==> src/rtl/seq_checker_pkg.sv <==
`default_nettype none
// ============================================================================
// Module      : seq_checker_pkg
// Description : Shared constants for the sequence checker: FSM state
//               encodings, err_code values, default symbol codes and the
//               symbol index values produced by seq_symbol_decode.
// Revision    : 1.0 - initial release
// ============================================================================
package seq_checker_pkg;

    // FSM state encodings (4-bit state output)
    localparam logic [3:0] c_ST_IDLE  = 4'd0;
    localparam logic [3:0] c_ST_P1    = 4'd1;
    localparam logic [3:0] c_ST_P2    = 4'd2;
    localparam logic [3:0] c_ST_P3    = 4'd3;
    localparam logic [3:0] c_ST_P4    = 4'd4;
    localparam logic [3:0] c_ST_P5    = 4'd5;
    localparam logic [3:0] c_ST_ERR   = 4'd8;
    localparam logic [3:0] c_ST_ACC_A = 4'd9;
    localparam logic [3:0] c_ST_ACC_B = 4'd10;

    // err_code values
    localparam logic [1:0] c_ERR_NONE    = 2'd0;
    localparam logic [1:0] c_ERR_ILLEGAL = 2'd1;
    localparam logic [1:0] c_ERR_UNKNOWN = 2'd2;
    localparam logic [1:0] c_ERR_TIMEOUT = 2'd3;

    // Default symbol codes
    localparam logic [6:0] c_DEF_SYM_P1 = 7'h58;
    localparam logic [6:0] c_DEF_SYM_P2 = 7'h6B;
    localparam logic [6:0] c_DEF_SYM_P3 = 7'h4F;
    localparam logic [6:0] c_DEF_SYM_P4 = 7'h28;
    localparam logic [6:0] c_DEF_SYM_P5 = 7'h0C;
    localparam logic [6:0] c_DEF_SYM_TA = 7'h32;
    localparam logic [6:0] c_DEF_SYM_AB = 7'h16;
    localparam logic [6:0] c_DEF_SYM_TB = 7'h23;

    // Symbol indices from the decoder; steps 1..5 map to 0..4 so that the
    // target step state is simply index + 1.
    localparam logic [2:0] c_SYM_P1 = 3'd0;
    localparam logic [2:0] c_SYM_P2 = 3'd1;
    localparam logic [2:0] c_SYM_P3 = 3'd2;
    localparam logic [2:0] c_SYM_P4 = 3'd3;
    localparam logic [2:0] c_SYM_P5 = 3'd4;
    localparam logic [2:0] c_SYM_TA = 3'd5;
    localparam logic [2:0] c_SYM_AB = 3'd6;
    localparam logic [2:0] c_SYM_TB = 3'd7;

endpackage : seq_checker_pkg
`default_nettype wire

==> src/rtl/seq_symbol_decode.sv <==
`default_nettype none
// ============================================================================
// Module      : seq_symbol_decode
// Description : Combinational code-word classifier. Maps a code word onto a
//               symbol index (steps 1..5, terminate-A, abort, terminate-B)
//               and flags codes that match none of them.
// Ports       : i_code      - presented code word (CODE_W)
//               o_sym_idx   - symbol index, valid when o_unknown is low
//               o_unknown   - high when the code matches no symbol
// Revision    : 1.0 - initial release
// ============================================================================
module seq_symbol_decode
    import seq_checker_pkg::*;
#(
    parameter int                CODE_W = 7,
    parameter logic [CODE_W-1:0] SYM_P1 = CODE_W'(c_DEF_SYM_P1),
    parameter logic [CODE_W-1:0] SYM_P2 = CODE_W'(c_DEF_SYM_P2),
    parameter logic [CODE_W-1:0] SYM_P3 = CODE_W'(c_DEF_SYM_P3),
    parameter logic [CODE_W-1:0] SYM_P4 = CODE_W'(c_DEF_SYM_P4),
    parameter logic [CODE_W-1:0] SYM_P5 = CODE_W'(c_DEF_SYM_P5),
    parameter logic [CODE_W-1:0] SYM_TA = CODE_W'(c_DEF_SYM_TA),
    parameter logic [CODE_W-1:0] SYM_AB = CODE_W'(c_DEF_SYM_AB),
    parameter logic [CODE_W-1:0] SYM_TB = CODE_W'(c_DEF_SYM_TB)
) (
    input  logic [CODE_W-1:0] i_code,
    output logic [2:0]        o_sym_idx,
    output logic              o_unknown
);

    // The if/else chain gives first-match priority when two parameters
    // share the same code.
    always_comb begin
        o_sym_idx = c_SYM_P1;
        o_unknown = 1'b0;
        if      (i_code == SYM_P1) o_sym_idx = c_SYM_P1;
        else if (i_code == SYM_P2) o_sym_idx = c_SYM_P2;
        else if (i_code == SYM_P3) o_sym_idx = c_SYM_P3;
        else if (i_code == SYM_P4) o_sym_idx = c_SYM_P4;
        else if (i_code == SYM_P5) o_sym_idx = c_SYM_P5;
        else if (i_code == SYM_TA) o_sym_idx = c_SYM_TA;
        else if (i_code == SYM_AB) o_sym_idx = c_SYM_AB;
        else if (i_code == SYM_TB) o_sym_idx = c_SYM_TB;
        else                       o_unknown = 1'b1;
    end

endmodule : seq_symbol_decode
`default_nettype wire

==> src/rtl/seq_checker_param.sv <==
`default_nettype none
// ============================================================================
// Module      : seq_checker_param
// Description : Parameterised sequence checker. Tracks a walk over step
//               codes 1..5 (each move to an adjacent step), accepts on
//               terminate-A (from P1..P3) or terminate-B (from P4..P5), and
//               flags illegal moves, aborts, unknown codes and idle timeouts.
// Ports       : clk        - rising-edge clock
//               reset      - synchronous active-high reset
//               clear      - synchronous soft restart to IDLE
//               code_valid - qualifies code for one cycle
//               code       - presented code word (CODE_W)
//               state      - encoded FSM state (registered)
//               done       - high in ACC_A, ACC_B or ERR (registered)
//               err_code   - 0 none, 1 illegal/abort, 2 unknown, 3 timeout
//               step_count - accepted step codes, saturating (CNT_W)
// Revision    : 1.0 - initial release
// ============================================================================
module seq_checker_param
    import seq_checker_pkg::*;
#(
    parameter int                CODE_W  = 7,
    parameter logic [CODE_W-1:0] SYM_P1  = CODE_W'(c_DEF_SYM_P1),
    parameter logic [CODE_W-1:0] SYM_P2  = CODE_W'(c_DEF_SYM_P2),
    parameter logic [CODE_W-1:0] SYM_P3  = CODE_W'(c_DEF_SYM_P3),
    parameter logic [CODE_W-1:0] SYM_P4  = CODE_W'(c_DEF_SYM_P4),
    parameter logic [CODE_W-1:0] SYM_P5  = CODE_W'(c_DEF_SYM_P5),
    parameter logic [CODE_W-1:0] SYM_TA  = CODE_W'(c_DEF_SYM_TA),
    parameter logic [CODE_W-1:0] SYM_AB  = CODE_W'(c_DEF_SYM_AB),
    parameter logic [CODE_W-1:0] SYM_TB  = CODE_W'(c_DEF_SYM_TB),
    parameter int unsigned       TIMEOUT = 0,
    parameter bit                STRICT  = 1'b1,
    parameter int                CNT_W   = 4
) (
    input  logic              clk,
    input  logic              reset,
    input  logic              clear,
    input  logic              code_valid,
    input  logic [CODE_W-1:0] code,
    output logic [3:0]        state,
    output logic              done,
    output logic [1:0]        err_code,
    output logic [CNT_W-1:0]  step_count
);

    localparam int TO_W     = (TIMEOUT > 0) ? $clog2(TIMEOUT + 1) : 1;
    localparam bit c_TO_EN  = (TIMEOUT > 0);

    logic [3:0]       r_state;
    logic             r_done;
    logic [1:0]       r_err_code;
    logic [CNT_W-1:0] r_step_count;
    logic [TO_W-1:0]  r_idle_cnt;

    logic [2:0]       w_sym_idx;
    logic             w_unknown;
    logic             w_in_step;
    logic [3:0]       w_target;
    logic             w_adjacent;
    logic             w_timeout_fire;

    seq_symbol_decode #(
        .CODE_W (CODE_W),
        .SYM_P1 (SYM_P1),
        .SYM_P2 (SYM_P2),
        .SYM_P3 (SYM_P3),
        .SYM_P4 (SYM_P4),
        .SYM_P5 (SYM_P5),
        .SYM_TA (SYM_TA),
        .SYM_AB (SYM_AB),
        .SYM_TB (SYM_TB)
    ) u_decode (
        .i_code    (code),
        .o_sym_idx (w_sym_idx),
        .o_unknown (w_unknown)
    );

    assign w_in_step = (r_state >= c_ST_P1) && (r_state <= c_ST_P5);

    // Step symbol index k-1 targets state Pk.
    assign w_target  = {1'b0, w_sym_idx} + 4'd1;

    // A step is legal from IDLE or from a neighbouring step. States outside
    // 0..5 never reach this path because terminal states ignore codes.
    assign w_adjacent = (r_state == c_ST_IDLE)
                     || (r_state + 4'd1 == w_target)
                     || (r_state == w_target + 4'd1);

    generate
        if (c_TO_EN) begin : g_timeout
            // Fires in the cycle the idle counter sits at TIMEOUT; the FSM
            // enters ERR on the following edge unless a code arrives.
            assign w_timeout_fire = w_in_step && (r_idle_cnt == TO_W'(TIMEOUT));
        end else begin : g_no_timeout
            assign w_timeout_fire = 1'b0;
        end
    endgenerate

    always_ff @(posedge clk) begin
        if (reset || clear) begin
            r_state      <= c_ST_IDLE;
            r_done       <= 1'b0;
            r_err_code   <= c_ERR_NONE;
            r_step_count <= '0;
            r_idle_cnt   <= '0;
        end else if (!r_done) begin
            if (code_valid) begin
                r_idle_cnt <= '0;
                if (w_unknown) begin
                    if (w_in_step && STRICT) begin
                        r_state    <= c_ST_ERR;
                        r_err_code <= c_ERR_UNKNOWN;
                        r_done     <= 1'b1;
                    end
                end else begin
                    case (w_sym_idx)
                        c_SYM_TA: begin
                            if (w_in_step) begin
                                r_done <= 1'b1;
                                if (r_state <= c_ST_P3) begin
                                    r_state <= c_ST_ACC_A;
                                end else begin
                                    r_state    <= c_ST_ERR;
                                    r_err_code <= c_ERR_ILLEGAL;
                                end
                            end
                        end
                        c_SYM_TB: begin
                            if (w_in_step) begin
                                r_done <= 1'b1;
                                if (r_state >= c_ST_P4) begin
                                    r_state <= c_ST_ACC_B;
                                end else begin
                                    r_state    <= c_ST_ERR;
                                    r_err_code <= c_ERR_ILLEGAL;
                                end
                            end
                        end
                        c_SYM_AB: begin
                            if (w_in_step) begin
                                r_state    <= c_ST_ERR;
                                r_err_code <= c_ERR_ILLEGAL;
                                r_done     <= 1'b1;
                            end
                        end
                        default: begin
                            if (w_adjacent) begin
                                r_state <= w_target;
                                if (r_step_count != {CNT_W{1'b1}}) begin
                                    r_step_count <= r_step_count + CNT_W'(1);
                                end
                            end else begin
                                r_state    <= c_ST_ERR;
                                r_err_code <= c_ERR_ILLEGAL;
                                r_done     <= 1'b1;
                            end
                        end
                    endcase
                end
            end else if (w_timeout_fire) begin
                r_state    <= c_ST_ERR;
                r_err_code <= c_ERR_TIMEOUT;
                r_done     <= 1'b1;
                r_idle_cnt <= '0;
            end else if (w_in_step && c_TO_EN) begin
                r_idle_cnt <= r_idle_cnt + TO_W'(1);
            end
        end
    end

    assign state      = r_state;
    assign done       = r_done;
    assign err_code   = r_err_code;
    assign step_count = r_step_count;

endmodule : seq_checker_param
`default_nettype wire

==> config.mk <==
export PLATFORM = sky130hd
export DESIGN_NAME = seq_checker_param
export DESIGN_NICKNAME = d
export VERILOG_FILES = /design/src/rtl/seq_checker_pkg.sv /design/src/rtl/seq_symbol_decode.sv /design/src/rtl/seq_checker_param.sv
export SDC_FILE = /design/constraint.sdc
export NUM_CORES = 1
export LEC_CHECK = 0
export BUFFER_PORTS_ARGS = -buffer_cell sky130_fd_sc_hd__buf_2
export CORE_ASPECT_RATIO = 0.75
export CORE_MARGIN = 2
export CORE_UTILIZATION = 31
export DETAILED_ROUTE_END_ITERATION = 6
export PLACE_DENSITY_LB_ADDON = 0.3
export SETUP_SLACK_MARGIN = 0.4
export SYNTH_ARGS = -nofsm -noshare
export SYNTH_HDL_FRONTEND = slang
export SYNTH_SLANG_ARGS = --single-unit
==> constraint.sdc <==
create_clock -name clk -period 3.8 [get_ports clk]
set_input_delay 0.38 -clock clk [delete_from_list [all_inputs] [get_ports clk]]
set_output_delay 0.38 -clock clk [all_outputs]
set_load 0.005 [all_outputs]
==> results.sh <==
export IMPL_htree_levels=1
export IMPL_async_flop_share_pct=0
export IMPL_hp_class="input port to flip-flop"
export IMPL_finClkSkew_ps=0.426
export IMPL_core_area_um2=4080
export IMPL_pwr_share_comb_pct=24.1
export IMPL_final_cell_mix="buf_2 (21), nand2_1 (11), dfxtp_1 (11)"
export IMPL_placed_area_um2=1470
export IMPL_fin_nets=206
export IMPL_vias_per_cell=5.48
export IMPL_hpwl_mm=2.51
export IMPL_gp_congestion=0.867
export IMPL_arrival_ps=3360
export IMPL_fin_tns_setup_ps=0
export IMPL_synthFlopType="dfxtp_1"
export IMPL_clkLatencyLatePin_ps=240
export IMPL_overflow=0
export IMPL_ios=22
export IMPL_first_iter_violations=136
export IMPL_ir_worst_vdd_mv=0.0983
export IMPL_crit_path_end_kind="flip-flop"
export IMPL_r2r_start="state[1]"
export IMPL_p_switching_w=0.0000936
export IMPL_synth_enable_flop_cells=0
export IMPL_postCtsHoldBufs=0
export IMPL_vias=1315
export IMPL_synth_nets=188
export IMPL_clkPwrFrac_pct=37.8
export IMPL_cp_max_fo=8
export IMPL_cts_sinks=11
export IMPL_cts_buffers=3
export IMPL_path_cells="buf_2 -> or3_4 -> a2bb2o_4 -> nor2_2 -> inv_2 -> ha_1 -> ha_1 -> xnor2_1 -> xnor2_1 -> o21a_1 -> a311oi_2 -> o21ai_2 -> or4_1 -> a21oi_1"
export IMPL_grt_pass1_vias=1145
export IMPL_startpoint_type="input port"
export IMPL_grt_max_degree=13
export IMPL_antennaDiodeCount=0
export IMPL_postRouteAntennaNets=0
export IMPL_wire_per_inst_um=13.4
export IMPL_max_freq_ghz=0.313
export IMPL_drc=0
export IMPL_final_design_area_no_fill_um2=1530
export IMPL_chipWidth_um=79.6
export IMPL_cts_root_buf="clkbuf_8"
export IMPL_switching_share_pct=29.6
export IMPL_grt_pass1_wl_mm=5.51
export IMPL_total_power_w=0.000316
export IMPL_clk_path_buf_depth=2
export IMPL_status="finished, final reports clean"
export IMPL_synth_area_um2=1330
export IMPL_ys_warn_count=0
export IMPL_cts_tree="done"
export IMPL_mostFrequentLayoutCell="buf_2"
export IMPL_hp_start="reset"
export IMPL_drv_cap=0
export IMPL_min_period_ps=3190
export IMPL_area_growth_pct=15.3
export IMPL_crit_slowest_cell="or4_1"
export IMPL_port_buffers=21
export IMPL_wirelength_mm=3.22
export IMPL_worstPathRequired_ps=3970
export IMPL_rsz0062_at_grt="no"
export IMPL_clk_pin_slew_worst_paths_ps=50
export IMPL_yosys_register_bits=11
export IMPL_antenna_found_initial=0
export IMPL_fin_util_pct=37.5
export IMPL_maxSlewViolCount=0
export IMPL_relSlewSlack_pct=54.4
export IMPL_crit_type="input port to flip-flop"
export IMPL_critical_path_top_delay_family="compound AO/OA/AOI/OAI gates"
export IMPL_postSynthAreaPerCell_um2=7.90
export IMPL_synth_cell_types=62
export IMPL_p_per_area_nw_per_um2=207
export IMPL_seq_area_frac_synth_pct=16.6
export IMPL_finalSetupViolCount=0
export IMPL_p_leak_nw=0.609
export IMPL_syn_inst=168
export IMPL_seqPwrFrac_pct=38.0
export IMPL_p_int_w=0.000223
export IMPL_hold_viol_final=0
export IMPL_path_buf_inv=2
export IMPL_track_usage_pct=14.3
export IMPL_chipHeight_um=60.7
export IMPL_dieArea_um2=4830
export IMPL_rows=20
export IMPL_setup_worst_path_start="code[0]"
export IMPL_worst_slew_pin_slew_ps=681
export IMPL_initial_utilization_pct=32.5
export IMPL_period_share_pct=83.9
export IMPL_cpPeakStageDelay_ps=490
export IMPL_fin_hold_ws_ps=442
export IMPL_first_pass_iters=4
export IMPL_layout_drive_gt1_share_pct=25.9
synth_stat cells (2+ instances only):
| library cell | number | area [µm²] |
|---|---|---|
| xnor2_1 | 7 | 61.3 |
| o21ai_0 | 10 | 50.1 |
| or3_1 | 4 | 25.0 |
| o21a_1 | 7 | 52.6 |
| nand4bb_1 | 2 | 22.5 |
| nand3b_1 | 2 | 15.0 |
| nor2_1 | 7 | 26.3 |
| nand2b_1 | 6 | 37.5 |
| or2_2 | 4 | 25.0 |
| a21oi_1 | 9 | 45.0 |
| dfxtp_1 | 11 | 220 |
| clkbuf_1 | 5 | 18.8 |
| a32o_1 | 2 | 20.0 |
| o31ai_1 | 3 | 22.5 |
| ha_1 | 9 | 113 |
| o311a_1 | 2 | 20.0 |
| o211ai_1 | 2 | 15.0 |
| nand2_1 | 11 | 41.3 |
| buf_2 | 2 | 10.0 |
| o22ai_1 | 2 | 12.5 |
| mux2_2 | 3 | 33.8 |
| inv_1 | 8 | 30.0 |
| xor2_1 | 2 | 17.5 |
| nor3_1 | 7 | 35.0 |
| nand3_1 | 4 | 20.0 |
worst paths after layout:
check                                     end  slack [ps]  cells past startpoint
worst max register to register  step_count[2]        1260                      8
worst min register to register  step_count[3]         490                      2
worst max-delay path            step_count[2]         610                     14
worst min-delay path            step_count[3]         440                      3
worst reg2reg max path, stage by stage (launching register included):
cell      delay, ps
dfxtp_1         390
inv_1           140
ha_1            190
or3b_2          490
o21a_1          140
a311oi_2        300
o21ai_2         160
or4_1           490
a21oi_1         160
state kept, by name (all words and copies together), names as in the netlist:
name,flops
err_code,2
step_count,4
state,4
done,1
cell type report:
class	instances	area, µm²
clock buffer	4	45.0
fill	421	2550
inverter	9	33.8
multi-input combinational	140	1060
sequential	11	220
tap	55	68.8
timing repair buffer	21	105
power by group through the flow:
| stage | registers (W) | logic [W] | clock network, W |
|---|---|---|---|
| after floorplan | 0.000122 | 0.0000542 | 0 |
| after detailed placement | 0.000123 | 0.0000741 | 0 |
| final | 0.000120 | 0.0000764 | 0.000120 |
| after global placement | 0.000123 | 0.0000751 | 0 |
| after global routing | 0.000121 | 0.0000854 | 0.000130 |
| after CTS | 0.000120 | 0.0000744 | 0.000125 |
metal layers:
metal | wire length, µm | global-route usage [%]
met5 | 0 | 0
met4 | 0 | 0.739
met3 | 182 | 3.57
met2 | 1310 | 20.0
met1 | 1730 | 22.9
logic make-up after synthesis:
| kind of cell | Yosys count | synth area share (%) |
|---|---|---|
| flip-flops | 11 | 16.6 |
| XOR/XNOR | 9 | 5.94 |
| AND/OR/NAND/NOR | 64 | 30.4 |
| AO/OA/AOI/OAI | 54 | 30.1 |
| buffers and inverters | 17 | 5.28 |
| multiplexers | 4 | 3.30 |
| adder cells (fa/ha/maj) | 9 | 8.48 |
per-stage QoR:
stage / setup slack (ps) / cells
after global routing: 423 / 240
after detailed placement: 229 / 236
after CTS: 461 / 240
after floorplan: 522 / 168
after global placement: 323 / 236
final: 610 / 240
what timing repair did:
item                                   in CTS  in global routing
setup endpoints to repair                   0                  7
gates resized for setup                     0                  5
setup buffers                               0                  0
endpoints found under the hold margin       0                  0
Note: power is estimated with default switching activity, not from simulation.
